File: config.mk
export PLATFORM = sky130hd
export DESIGN_NAME = mem_access
export DESIGN_NICKNAME = d
export VERILOG_FILES = /design/src/rtl/mem_access.sv
export SDC_FILE = /design/constraint.sdc
export NUM_CORES = 1
export LEC_CHECK = 0
export BUFFER_PORTS_ARGS = -buffer_cell sky130_fd_sc_hd__buf_2
export CORE_MARGIN = 3
export CORE_UTILIZATION = 35
export DETAILED_ROUTE_END_ITERATION = 7
export HOLD_SLACK_MARGIN = 0.02
export PLACE_DENSITY_LB_ADDON = 0.12
export SLEW_MARGIN = 20
export SYNTH_ARGS = -nofsm -noshare
export SYNTH_HDL_FRONTEND = slang
export SYNTH_SLANG_ARGS = --single-unit
File: constraint.sdc
create_clock -name clk -period 5.6 [get_ports clk]
set_input_delay 0.28 -clock clk [delete_from_list [all_inputs] [get_ports clk]]
set_output_delay 0.28 -clock clk [all_outputs]
set_load 0.01 [all_outputs]
File: src/rtl/mem_access.sv
// rtl/mem_access.sv - memory-stage load/store access unit with req/ready/rvalid bus
//
// Purpose: takes a decoded load or store from EX/MEM, formats store data and
// byte enables, runs one data-memory bus transaction, stalls the pipeline while
// it is outstanding and returns the sign/zero-extended load result.
//
// Ports:
//   clk, rst                 clock, asynchronous active-low reset
//   mem_en, MemRW, funct3    access request, 1=store, size/sign
//   addr, wdata              effective address, store data
//   stall, fault, bus_err    pipeline freeze, illegal-access pulse, timeout pulse
//   dataR_out                formatted load data for MEM/WB
//   dmem_req/we/addr/wdata/be   bus request side
//   dmem_ready/rvalid/rdata     bus response side

module mem_access #(
    parameter int TIMEOUT = 16
) (
    input  logic        clk,
    input  logic        rst,
    input  logic        mem_en,
    input  logic        MemRW,
    input  logic [2:0]  funct3,
    input  logic [31:0] addr,
    input  logic [31:0] wdata,
    output logic        stall,
    output logic        fault,
    output logic        bus_err,
    output logic [31:0] dataR_out,
    output logic        dmem_req,
    output logic        dmem_we,
    output logic [31:0] dmem_addr,
    output logic [31:0] dmem_wdata,
    output logic [3:0]  dmem_be,
    input  logic        dmem_ready,
    input  logic        dmem_rvalid,
    input  logic [31:0] dmem_rdata
);

    // Counter only needs to reach TIMEOUT-1.
    localparam int CW = (TIMEOUT > 2) ? $clog2(TIMEOUT) : 1;
    localparam logic [CW-1:0] CNT_LAST = CW'(TIMEOUT - 1);

    typedef enum logic [1:0] {
        S_IDLE,
        S_REQ,
        S_RESP,
        S_DONE
    } state_e;

    state_e        state_q, state_d;
    logic [CW-1:0] cnt_q, cnt_d;
    logic [2:0]    f3_q, f3_d;
    logic [1:0]    lane_q, lane_d;
    logic          berr_q, berr_d;
    logic [31:0]   data_q, data_d;
    logic          we_q, we_d;
    logic [31:0]   baddr_q, baddr_d;
    logic [31:0]   bwdata_q, bwdata_d;
    logic [3:0]    be_q, be_d;

    logic          illegal;
    logic [31:0]   st_wdata;
    logic [3:0]    st_be;
    logic [31:0]   ld_data;

    // Illegal encodings and misaligned halfword/word accesses.
    always_comb begin
        illegal = 1'b0;
        case (funct3)
            3'd3, 3'd6, 3'd7: illegal = 1'b1;
            default:          illegal = 1'b0;
        endcase
        if (funct3[1:0] == 2'b01 && addr[0])
            illegal = 1'b1;
        if (funct3[1:0] == 2'b10 && addr[1:0] != 2'b00)
            illegal = 1'b1;
    end

    // Store lane replication; loads always enable the full word.
    always_comb begin
        st_wdata = wdata;
        st_be    = 4'b1111;
        case (funct3[1:0])
            2'b00: begin
                st_wdata = {4{wdata[7:0]}};
                st_be    = 4'b0001 << addr[1:0];
            end
            2'b01: begin
                st_wdata = {2{wdata[15:0]}};
                st_be    = addr[1] ? 4'b1100 : 4'b0011;
            end
            default: begin
                st_wdata = wdata;
                st_be    = 4'b1111;
            end
        endcase
        if (!MemRW)
            st_be = 4'b1111;
    end

    // Load extraction uses the lane latched at request time, not the live addr.
    always_comb begin
        logic [7:0]  b;
        logic [15:0] h;
        case (lane_q)
            2'd0:    b = dmem_rdata[7:0];
            2'd1:    b = dmem_rdata[15:8];
            2'd2:    b = dmem_rdata[23:16];
            default: b = dmem_rdata[31:24];
        endcase
        h = lane_q[1] ? dmem_rdata[31:16] : dmem_rdata[15:0];
        case (f3_q)
            3'd0:    ld_data = {{24{b[7]}}, b};
            3'd1:    ld_data = {{16{h[15]}}, h};
            3'd4:    ld_data = {24'b0, b};
            3'd5:    ld_data = {16'b0, h};
            default: ld_data = dmem_rdata;
        endcase
    end

    always_comb begin
        state_d  = state_q;
        cnt_d    = cnt_q;
        f3_d     = f3_q;
        lane_d   = lane_q;
        berr_d   = berr_q;
        data_d   = data_q;
        we_d     = we_q;
        baddr_d  = baddr_q;
        bwdata_d = bwdata_q;
        be_d     = be_q;
        case (state_q)
            S_IDLE: begin
                berr_d = 1'b0;
                if (mem_en) begin
                    if (illegal) begin
                        data_d = 32'b0;
                    end else begin
                        f3_d     = funct3;
                        lane_d   = addr[1:0];
                        we_d     = MemRW;
                        baddr_d  = {addr[31:2], 2'b00};
                        bwdata_d = st_wdata;
                        be_d     = st_be;
                        cnt_d    = '0;
                        state_d  = S_REQ;
                    end
                end
            end
            S_REQ: begin
                // Ready is checked first so it wins over a simultaneous timeout.
                if (dmem_ready) begin
                    state_d = we_q ? S_DONE : S_RESP;
                    cnt_d   = cnt_q + 1'b1;
                end else if (cnt_q == CNT_LAST) begin
                    state_d = S_DONE;
                    berr_d  = 1'b1;
                    if (!we_q)
                        data_d = 32'b0;
                end else begin
                    cnt_d = cnt_q + 1'b1;
                end
            end
            S_RESP: begin
                if (dmem_rvalid) begin
                    data_d  = ld_data;
                    state_d = S_DONE;
                end else if (cnt_q == CNT_LAST) begin
                    state_d = S_DONE;
                    berr_d  = 1'b1;
                    data_d  = 32'b0;
                end else begin
                    cnt_d = cnt_q + 1'b1;
                end
            end
            default: begin
                berr_d  = 1'b0;
                state_d = S_IDLE;
            end
        endcase
    end

    always_ff @(posedge clk or negedge rst) begin
        if (!rst) begin
            state_q  <= S_IDLE;
            cnt_q    <= '0;
            f3_q     <= 3'b0;
            lane_q   <= 2'b0;
            berr_q   <= 1'b0;
            data_q   <= 32'b0;
            we_q     <= 1'b0;
            baddr_q  <= 32'b0;
            bwdata_q <= 32'b0;
            be_q     <= 4'b0;
        end else begin
            state_q  <= state_d;
            cnt_q    <= cnt_d;
            f3_q     <= f3_d;
            lane_q   <= lane_d;
            berr_q   <= berr_d;
            data_q   <= data_d;
            we_q     <= we_d;
            baddr_q  <= baddr_d;
            bwdata_q <= bwdata_d;
            be_q     <= be_d;
        end
    end

    // The IDLE terms look at live inputs, so gate them with rst to keep
    // stall/fault low during reset.
    assign stall      = rst & (((state_q == S_IDLE) & mem_en & ~illegal)
                               | (state_q == S_REQ) | (state_q == S_RESP));
    assign fault      = rst & (state_q == S_IDLE) & mem_en & illegal;
    assign bus_err    = berr_q;
    assign dataR_out  = data_q;
    assign dmem_req   = (state_q == S_REQ);
    assign dmem_we    = we_q;
    assign dmem_addr  = baddr_q;
    assign dmem_wdata = bwdata_q;
    assign dmem_be    = be_q;

endmodule

==> results of run 1 <==
[placed cells by master, fill, tap and decap left out, types with 2 or more instances in the layout]
cell,netlist,final
and3_1,2,2
clkbuf_8,0,2
o221ai_1,7,7
nand2b_1,5,5
mux2i_1,32,32
o21ai_1,18,18
dfrtp_1,111,111
o21ai_2,10,10
or3_1,2,2
a21oi_1,58,58
inv_6,0,2
conb_1,1,2
nand2_1,75,75
mux2_2,3,3
nor3_1,4,4
inv_1,10,10
o211ai_1,2,2
nor2b_1,3,3
nand3_1,6,6
nor2_1,14,14
and2_1,2,2
o31ai_1,2,2
clkbuf_16,0,9
mux2_1,41,41
buf_4,5,4
o21ai_0,46,46
bufinv_16,0,2
ha_1,6,6
buf_2,10,206
a31oi_1,6,6
[kinds of logic after synthesis]
kind of cell / Yosys count / synth area share
AOI/OAI and AO/OA: 159 / 0.1740
adders and majority gates: 6 / 0.01384
buffers and inverters: 48 / 0.04730
DFF: 111 / 0.5122
muxes: 77 / 0.1553
other: 1 / 0.0006915
and+or+nand+nor: 119 / 0.09668
[critical path, delay by kind of cell, from the launching register on]
kind                       cells  cell delay, ns
DFF                            1            0.42
AOI/OAI and AO/OA              3            0.90
buffers and inverters          1            0.11
adders and majority gates      1            0.38
and+or+nand+nor                2            0.68
[sequential cells by signal (all words and copies together), names as in the netlist]
name,cells
cnt_q,4
dmem_addr,30
dataR_out,32
lane_q,2
dmem_be,4
dmem_wdata,32
dmem_we,1
bus_err,1
state_q,2
f3_q,3
[worst paths after layout]
kind | depth (start not counted) | startpoint | end
setup reg to reg | 7 | state_q[0] | dataR_out[22]
min in group asynchronous | 2 | rst | dataR_out[9]
max in group asynchronous | 3 | rst | dataR_out[30]
setup / recovery | 7 | state_q[0] | dataR_out[22]
hold / removal | 2 | addr[17] | dmem_addr[17]
hold reg to reg | 2 | dataR_out[17] | dataR_out[17]
[area by class of cell]
class / instances / area share
inverters: 11 / 0.006010
multi-input cells: 363 / 0.3511
well taps: 184 / 0.03351
clock buffers: 11 / 0.03679
clock inverters: 5 / 0.01238
flip-flops and latches: 111 / 0.4043
repair buffers: 211 / 0.1559
[through the flow]
stage	hold slack [ns]	setup slack [ns]	std cells	area (um2)	util
2_1_floorplan	-0.01559	3.653	522	5426	-
3_3_place_gp	0.3228	2.837	879	6523	0.4388
3_5_place_dp	0.3252	2.745	879	6523	0.4388
4_1_cts	0.1191	3.018	896	6870	0.4622
5_1_grt	0.1146	2.673	896	6870	0.4622
6_report	0.1380	3.027	896	6870	0.4622
[power groups by stage]
stage          Clock, uW  Sequential, uW  Combinational [uW]
4_1_cts              748            1390                1390
3_3_place_gp           0            1380                1360
6_report             718            1380                1360
3_5_place_dp           0            1390                1390
2_1_floorplan          0            1480                 741
5_1_grt              781            1430                1530
[repair_timing]
action | in CTS | in global routing
setup buffers | 0 | 0
hold buffers | 1 | 0
resized for setup | 0 | 0
hold endpoints to repair | 42 | 0
[per-layer routing]
metal / GRT usage / routed length (um) / up-vias
met5: 0 / 7 / -
met4: 0.04174 / 221 / 2
met3: 0.06382 / 1262 / 15
met2: 0.2782 / 6820 / 165
met1: 0.2336 / 6641 / 2102
li1: - / - / 2210
==> summary.md, run 1 <==
| Metric | Value |
|---|---|
| Main area contributors after synthesis | `dfrtp_1 (51%), mux2_1 (8.5%), mux2i_1 (5.9%), a21oi_1 (5.4%), nand2_1 (5.2%)` |
| Final setup vio count | `0` |
| Core area | `0.01486 mm2` |
| WL final | `14950 um` |
| Initial antenna violation count | `1` |
| Synth unique cells | `47` |
| VDD IR max | `0.0002725 V` |
| Most frequent cells after synthesis | `dfrtp_1 (111), nand2_1 (75), a21oi_1 (58)` |
| Crit path max fanout | `16` |
| Vias in the first global route | `4479` |
| Synth Instances | `521` |
| Crit path DAT | `2.85 ns` |
| Gpl congestion | `0.8552` |
| Slowest-stage cell, CP | `a221oi_4` |
| Cell Area, Synth | `0.005423 mm2` |
| CTS Root Cell | `clkbuf_16` |
| Num CTS Buffers | `9` |
| CTS max path bufs | `2` |
| Outcome | `completed` |
| Post-route ant nets | `0` |
| Critical path launch point type | `flop` |
| Crit end category | `flop` |
| Slew margin rel. | `0.4209` |
| DP HPWL | `11220 um` |
| H-tree lvl count | `3` |
| Share of cells above drive strength 1 | `0.3483` |
| Clock power frac | `0.207` |
| Routed vias/inst | `5.016` |
| Die W | `130.5 um` |
| HP Class | `in -> reg` |
| Footprint of the multi-input gates | `0.002412 mm2` |
| Via count | `4494` |
| Row Count | `44` |
| Final Power | `3463 uW` |
| P_leak | `0.003395 uW` |
| # IOs | `210` |
| Yosys reg bits | `111` |
| Final Hold Vio Count | `0` |
| Internal Power | `2118 uW` |
| Area grow syn2layout | `26.70%` |
| Slowest Stage Delay on Critical Path | `0.61 ns` |
| # nets final | `818` |
| Final Skew | `0.006764 ns` |
| Req. time, crit path | `5.87 ns` |
| RSZ-0062 raised after global routing | `false` |
| Area share of the largest cell type after synthesis | `0.5122` |
| Post-synth ARST share | `1.000` |
| Reg-to-reg slack, setup | `3.03 ns` |
| IO Port Bufs | `207` |
| Peak Freq | `388.7 MHz` |
| CTS tree | `done` |
| First-pass GRT wire length | `23620 um` |
| Reg area | `0.002778 mm2` |
| Most common cell in the synthesized netlist | `dfrtp_1` |
| Largest net degree at the start of global routing | `83` |
| Worst Tran Pin Value | `0.8686 ns` |
| Seq/Total Area, Yosys | `0.5122` |
| Per-cell routed wire length | `16.69 um` |
| Remaining DRCs | `0` |
| Filler instances | `1478` |
| Starting density of the core | `0.3648` |
| Final Cycle Share | `0.4594` |
| Clk_lat worst skew | `0.35 ns` |
| Clk slew on worst S/H paths | `0.07 ns` |
| Iteration-0 DRC Markers | `184` |
| Flop pwr share | `0.399` |
| P_sw | `1345 uW` |
| Die ar. | `0.01702 mm2` |
| Max-slew violation count | `0` |
| Gr ovfl total | `0` |
| Mapped Avg Cell Area | `10.41 um2` |
| YS warnings | `0` |
| Maxcap violations | `0` |
| Main synth FF type | `dfrtp_1` |
| Gate power share | `0.394` |
| Pwr Density | `504.0 mW/mm2` |
| Sw frac | `0.3883` |
| Synth area leader | `dfrtp_1` |
| CTS sink cnt | `111` |
| Final Critical Period | `2.573 ns` |
| Diode count | `0` |
| DR pass1 iterations | `4` |
| Die Y-Extent | `130.5 um` |
| CP Cell Sequence | `inv_1, ha_1, nand2_2, or3_1, a221oi_4, a21oi_1, o21ai_2` |
| Critical path type | `reg -> reg` |
| Post-synth EDFFs | `0` |
| Setup TNS | `0 ns` |
| GR Util All Layers | `0.1763` |
(Power assumes the default switching activity.)
==> run 2: changes to the inputs <==
==> constraint.sdc (replaced) <==
create_clock -name clk -period 2.7 [get_ports clk]
set_input_delay 0.135 -clock clk [delete_from_list [all_inputs] [get_ports clk]]
set_output_delay 0.135 -clock clk [all_outputs]
set_load 0.01 [all_outputs]
==> run 2 against run 1 <==
Die area is the same. Sequential power grew 110%. Utilization grew 2.3 points. Combinational power grew 120%. Hold slack lost 0.092 ns. Critical path type unchanged. Highest routed layer unchanged.
==> summary.md, run 2 (same netlist as run 1, synthesis figures left out) <==
| Metric | Value |
|---|---|
| HP Class | `in -> reg` |
| Row Count | `44 (unchanged)` |
| Commonest non-fill, non-tap cell in the layout | `buf_2` |
| Area grow syn2layout | `33.11%` |
| Clock power frac | `0.197 (-0.010)` |
| Final Power | `7192 uW (+110%)` |
| # nets final | `852 (+4.2%)` |
| Met3 Use GR | `0.05163 (-0.01220)` |
| CTS tree | `done` |
| Maxcap violations | `0 (unchanged)` |
| Worst Tran Pin Value | `0.7678 ns (-0.1009 ns)` |
| Vias in the first global route | `4752 (+6.1%)` |
| WHS Path Cells | `2 (unchanged)` |
| Peak Freq | `433.3 MHz (+11%)` |
| Initial antenna violation count | `2 (+1)` |
| GR Util All Layers | `0.1793 (+0.003033)` |
| Pre-CTS setup slack | `0.4282 ns (-2.317 ns)` |
| Crit path max fanout | `16 (unchanged)` |
| Post-Route Hold Slack | `0.04584 ns (-0.09216 ns)` |
| Core area | `0.01486 mm2 (unchanged)` |
| Final Critical Period | `2.308 ns (-0.2651 ns)` |
| HP Start | `wdata[6]` |
| Critical path type | `reg -> reg` |
| # IOs | `210 (unchanged)` |
| Commonest cells after routing, fill and taps aside | `buf_2 (206), dfrtp_1 (111), nand2_1 (75)` |
| Num CTS Buffers | `9 (unchanged)` |
| Layer carrying the most global-route usage | `met2` |
| Crit path DAT | `2.58 ns (-0.27 ns)` |
| Slew margin rel. | `0.4882 (+0.06725)` |
| Gpl congestion | `0.8015 (-6.3%)` |
| DR pass1 iterations | `5 (+1)` |
| Sink of the worst hold path | `dmem_wdata[6]` |
| Flop pwr share | `0.396 (-0.003)` |
| P_leak | `0.003546 uW (+4.4%)` |
| IO Port Bufs | `207 (unchanged)` |
| Setup TNS | `0 ns (unchanged)` |
| Via count | `4717 (+5.0%)` |
| Met1 usage | `0.2253 (-0.008252)` |
| Die W | `130.5 um (unchanged)` |
| RR Endpoint | `dataR_out[24]` |
| RSZ-0062 raised after global routing | `false` |
| Post-route ant nets | `0 (unchanged)` |
| CTS Root Cell | `clkbuf_16` |
| Gr ovfl total | `0 (unchanged)` |
| Crit end category | `flop` |
| Share of cells above drive strength 1 | `0.3365 (-0.01185)` |
| Max-slew violation count | `0 (unchanged)` |
| H-tree lvl count | `3 (unchanged)` |
| Req. time, crit path | `2.97 ns (-2.90 ns)` |
| VDD IR max | `0.0003847 V (+41%)` |
| CTS max path bufs | `2 (unchanged)` |
| Critical path launch point type | `flop` |
| Die Y-Extent | `130.5 um (unchanged)` |
| First-pass GRT wire length | `24090 um (+2.0%)` |
| Final setup vio count | `0 (unchanged)` |
| Clk slew on worst S/H paths | `0.08 ns (about the same)` |
| Per-cell routed wire length | `16.60 um (-0.57%)` |
| Gate power share | `0.407 (+0.013)` |
| Internal Power | `4337 uW (+100%)` |
| Routed vias/inst | `5.067 (+1.0%)` |
| Register-to-Register Path Depth | `7 (unchanged)` |
| M2 GR Usage | `0.2921 (+0.01388)` |
| Setup Fix Bufs, Post-CTS | `0 (unchanged)` |
| Outcome | `completed` |
| Resized cells post-CTS | `0 (unchanged)` |
| Sw frac | `0.3970 (+0.008746)` |
| Starting density of the core | `0.3648 (unchanged)` |
| Clk_lat worst skew | `0.36 ns (about the same)` |
| Largest net degree at the start of global routing | `108 (+30%)` |
| Final Cycle Share | `0.8547 (+0.3953)` |
| DP HPWL | `11090 um (-1.2%)` |
| WL final | `15450 um (+3.3%)` |
| Reg-to-reg slack, setup | `0.39 ns (-2.63 ns)` |
| Final Hold Vio Count | `0 (unchanged)` |
| CTS sink cnt | `111 (unchanged)` |
| P_sw | `2855 uW (+110%)` |
| R2R Path Start | `state_q[0]` |
| Pwr Density | `996.3 mW/mm2 (+98%)` |
| Die ar. | `0.01702 mm2 (unchanged)` |
| Iteration-0 DRC Markers | `242 (+32%)` |
| Worst Slack Setup Final | `0.3923 ns (-2.635 ns)` |
| Remaining DRCs | `0 (unchanged)` |
| Final Skew | `0.009542 ns (+0.002778 ns)` |
==> run 2: metrics by stage <==
| stage | area, um2 | utilization | std cells |
|---|---|---|---|
| after floorplan | 5426 | - | 522 |
| after global placement | 6583 | 0.4428 | 882 |
| after detailed placement | 6583 | 0.4428 | 882 |
| after CTS | 7216 | 0.4854 | 930 |
| after global routing | 7218 | 0.4856 | 931 |
| final | 7218 | 0.4856 | 931 |
==> run 2: layout make-up <==
type / instances / area, um2
Timing Repair Buffer: 245 / 1441
Tap cell: 184 / 230.2
Inverter: 11 / 41.29
Multi-Input combinational cell: 363 / 2412
Clock inverter: 7 / 87.58
Sequential cell: 111 / 2778
Fill cell: 1418 / 7646
Antenna cell: 1 / 2.502
Clock buffer: 9 / 225.2
==> run 2: power by group through the flow <==
stage                     Clock [uW]  Combinational, uW  Sequential [uW]
after floorplan                    0               1540             3060
after global placement             0               2880             2850
after detailed placement           0               2930             2880
after CTS                       1450               2970             2860
after global routing            1510               3260             2960
final                           1410               2930             2850
==> run 2: worst max path at each step <==
stage / from / endpoint / slack, ns / cells after the start
after floorplan: state_q[1] / dataR_out[0] / 0.75 / 7
after global placement: state_q[0] / dataR_out[25] / 0.49 / 7
after detailed placement: state_q[0] / dataR_out[21] / 0.43 / 7
after CTS: state_q[0] / dataR_out[21] / 0.41 / 7
after global routing: state_q[0] / dataR_out[26] / 0.18 / 7
final: state_q[0] / dataR_out[24] / 0.39 / 7
==> run 2: repair_timing <==
item                                    CTS  global route
endpoints found under the setup margin    0             0
hold buffers                             32             0
endpoints found under the hold margin   142             0
==> run 2: per-layer routing <==
layer,share of wire,vias to the layer above,routed length [um]
met5,0.0012,-,19
met4,0.025,2,388
met3,0.076,25,1170
met2,0.46,174,7079
met1,0.44,2227,6792
li1,-,2289,-
==> run 2: worst max-delay path, stage by stage, from the launching register on <==
cell and delay (ns):
dfrtp_1 0.42, inv_1 0.12, ha_1 0.38, nand2_2 0.08
or3_1 0.35, a221oi_4 0.61, a21oi_1 0.08, o21ai_0 0.19
==> run 3: changes to the inputs <==
--- a/config.mk
+++ b/config.mk
@@ -9,9 +9,7 @@
 export CORE_MARGIN = 3
 export CORE_UTILIZATION = 35
 export DETAILED_ROUTE_END_ITERATION = 7
-export HOLD_SLACK_MARGIN = 0.02
 export PLACE_DENSITY_LB_ADDON = 0.12
-export SLEW_MARGIN = 20
 export SYNTH_ARGS = -nofsm -noshare
 export SYNTH_HDL_FRONTEND = slang
 export SYNTH_SLANG_ARGS = --single-unit
==> constraint.sdc (replaced) <==
create_clock -name clk -period 2.8 [get_ports clk]
set_input_delay 0.14 -clock clk [delete_from_list [all_inputs] [get_ports clk]]
set_output_delay 0.14 -clock clk [all_outputs]
set_load 0.01 [all_outputs]
==> run 3 against run 2 <==
Register-to-register slack gained 0.25 ns. Utilization fell by 1.0 points. Combinational power decreased by 4%. Sequential cell count unchanged. Fmax rose by 6.9%. Sequential share of layout area increased by 0.85 points. Hold slack got worse by 0.034 ns. Clock skew down 0.0017 ns. Final area shrank 2.1%. Non-clock buffer count down 10. Clock power fell by 14%. Critical endpoint is now cnt_q[1]. Largest power group unchanged. Highest routed layer unchanged.
==> summary.md, run 3 (same netlist as run 1, synthesis figures left out) <==
| Metric | Value |
|---|---|
| Vias in the first global route | `4840 (+1.9%)` |
| Iteration-0 DRC Markers | `201 (-17%)` |
| Hold buffer count at cts | `20 (-38%)` |
| VDD IR max | `0.0004246 V (+10%)` |
| GR Util All Layers | `0.1832 (+0.003907)` |
| Final Hold Vio Count | `0 (unchanged)` |
| IO Port Bufs | `207 (unchanged)` |
| Internal Power | `4066 uW (-6.2%)` |
| Clock power frac | `0.179 (-0.018)` |
| Final Cycle Share | `0.7711 (-0.08360)` |
| Pwr Density | `962.1 mW/mm2 (-3.4%)` |
| Crit path DAT | `2.39 ns (-0.19 ns)` |
| Req. time, crit path | `3.03 ns (+0.06 ns)` |
| Share of cells above drive strength 1 | `0.3410 (+0.004571)` |
| Per-cell routed wire length | `16.82 um (+1.4%)` |
| Row Count | `44 (unchanged)` |
| Remaining DRCs | `0 (unchanged)` |
| Flop pwr share | `0.409 (+0.013)` |
| Final Critical Period | `2.159 ns (-0.1486 ns)` |
| Commonest cells after routing, fill and taps aside | `buf_2 (206), dfrtp_1 (111), nand2_1 (75)` |
| Setup Fix Bufs, Post-CTS | `0 (unchanged)` |
| WHS Path Cells | `2 (unchanged)` |
| Resized cells post-CTS | `0 (unchanged)` |
| Critical path launch point type | `flop` |
| Commonest non-fill, non-tap cell in the layout | `buf_2` |
| Num CTS Buffers | `9 (unchanged)` |
| CTS Root Cell | `clkbuf_16` |
| DR pass1 iterations | `4 (-1)` |
| Crit end category | `flop` |
| Pre-CTS setup slack | `0.5739 ns (+0.1457 ns)` |
| Area grow syn2layout | `30.25%` |
| Max-slew violation count | `0 (unchanged)` |
| Largest net degree at the start of global routing | `83 (-23%)` |
| Clk_lat worst skew | `0.35 ns (about the same)` |
| Sw frac | `0.4016 (+0.004648)` |
| Final Power | `6795 uW (-5.5%)` |
| Reg-to-reg slack, setup | `0.64 ns (+0.25 ns)` |
| Maxcap violations | `0 (unchanged)` |
| CTS max path bufs | `2 (unchanged)` |
| WL final | `15490 um (+0.27%)` |
| Final Skew | `0.007830 ns (-0.001711 ns)` |
| Core area | `0.01486 mm2 (unchanged)` |
| Peak Freq | `463.2 MHz (+6.9%)` |
| # IOs | `210 (unchanged)` |
| Filler instances | `1443 (+1.8%)` |
| Gr ovfl total | `0 (unchanged)` |
| Die W | `130.5 um (unchanged)` |
| P_sw | `2729 uW (-4.4%)` |
| CTS tree | `done` |
| P_leak | `0.003480 uW (-1.9%)` |
| Clk slew on worst S/H paths | `0.07 ns (about the same)` |
| HP Class | `in -> reg` |
| # nets final | `842 (-1.2%)` |
| First-pass GRT wire length | `24660 um (+2.4%)` |
| Die Y-Extent | `130.5 um (unchanged)` |
| Routed vias/inst | `5.128 (+1.2%)` |
| Worst Tran Pin Value | `0.9181 ns (+0.1504 ns)` |
| Initial antenna violation count | `3 (+1)` |
| Register-to-Register Path Depth | `7 (unchanged)` |
| Final setup vio count | `0 (unchanged)` |
| Slew margin rel. | `0.3879 (-0.1002)` |
| Gate power share | `0.413 (+0.006)` |
| DP HPWL | `11460 um (+3.3%)` |
| Crit path max fanout | `13 (-3)` |
| Starting density of the core | `0.3648 (unchanged)` |
| Worst Slack Setup Final | `0.6409 ns (+0.2486 ns)` |
| Die ar. | `0.01702 mm2 (unchanged)` |
| RSZ-0062 raised after global routing | `false` |
| Post-route ant nets | `0 (unchanged)` |
| CTS sink cnt | `111 (unchanged)` |
| Critical path type | `reg -> reg` |
| Outcome | `completed` |
| Via count | `4723 (+0.13%)` |
| H-tree lvl count | `3 (unchanged)` |
| Setup TNS | `0 ns (unchanged)` |
| Gpl congestion | `0.8502 (+6.1%)` |
==> run 3: area by class of cell <==
type / count / area (um2) / share of cell area
repair buffers: 235 / 1326 / 0.1878
diodes: 1 / 2.502 / 0.0003543
inverters: 11 / 41.29 / 0.005846
clock inverters: 6 / 43.79 / 0.006200
well taps: 184 / 230.2 / 0.03260
multi-input cells: 363 / 2412 / 0.3415
flip-flops and latches: 111 / 2778 / 0.3933
clock buffers: 10 / 229.0 / 0.03242
==> run 3: metrics by stage <==
stage | hold WS [ns] | utilization | cells | instance area, um2
2_1_floorplan | -0.1556 | - | 522 | 5426
3_3_place_gp | -0.02021 | 0.4425 | 883 | 6578
3_5_place_dp | -0.01950 | 0.4425 | 883 | 6578
4_1_cts | 0.00003603 | 0.4743 | 919 | 7051
5_1_grt | 0.008918 | 0.4752 | 921 | 7063
6_report | 0.01188 | 0.4752 | 921 | 7063
==> run 3: path summary, 6_finish.rpt <==
check                              startpoint        endpoint
worst max-delay path               state_q[0]        cnt_q[1]
worst min-delay path                 addr[11]   dmem_addr[11]
worst max register to register     state_q[0]        cnt_q[1]
worst min register to register  dataR_out[17]   dataR_out[17]
max in group asynchronous                 rst   dataR_out[16]
min in group asynchronous                 rst  dmem_wdata[31]
==> run 3: worst max-delay path, cell delays in order (launching register included) <==
cell and delay, ns:
dfrtp_1 0.40, inv_1 0.10, ha_1 0.34, nand2_2 0.11
buf_4 0.20, nand2b_1 0.12, a21oi_1 0.38, mux2_2 0.39
==> run 3: power by group through the flow <==
stage / clock, uW / combinational, uW / sequential (uW)
2_1_floorplan: 0 / 1480 / 2950
3_3_place_gp: 0 / 2770 / 2760
3_5_place_dp: 0 / 2830 / 2800
4_1_cts: 1260 / 2850 / 2790
5_1_grt: 1320 / 3150 / 2880
6_report: 1210 / 2800 / 2780
==> run 3: metal layers <==
| metal | share of wire | track usage | up-vias | wire length, um |
|---|---|---|---|---|
| met3 | 0.090 | 0.05813 | 33 | 1398 |
| met5 | 0.0013 | 0 | - | 20 |
| met4 | 0.027 | 0.07743 | 4 | 422 |
| li1 | - | - | 2263 | - |
| met2 | 0.47 | 0.2936 | 181 | 7212 |
| met1 | 0.42 | 0.2297 | 2242 | 6438 |
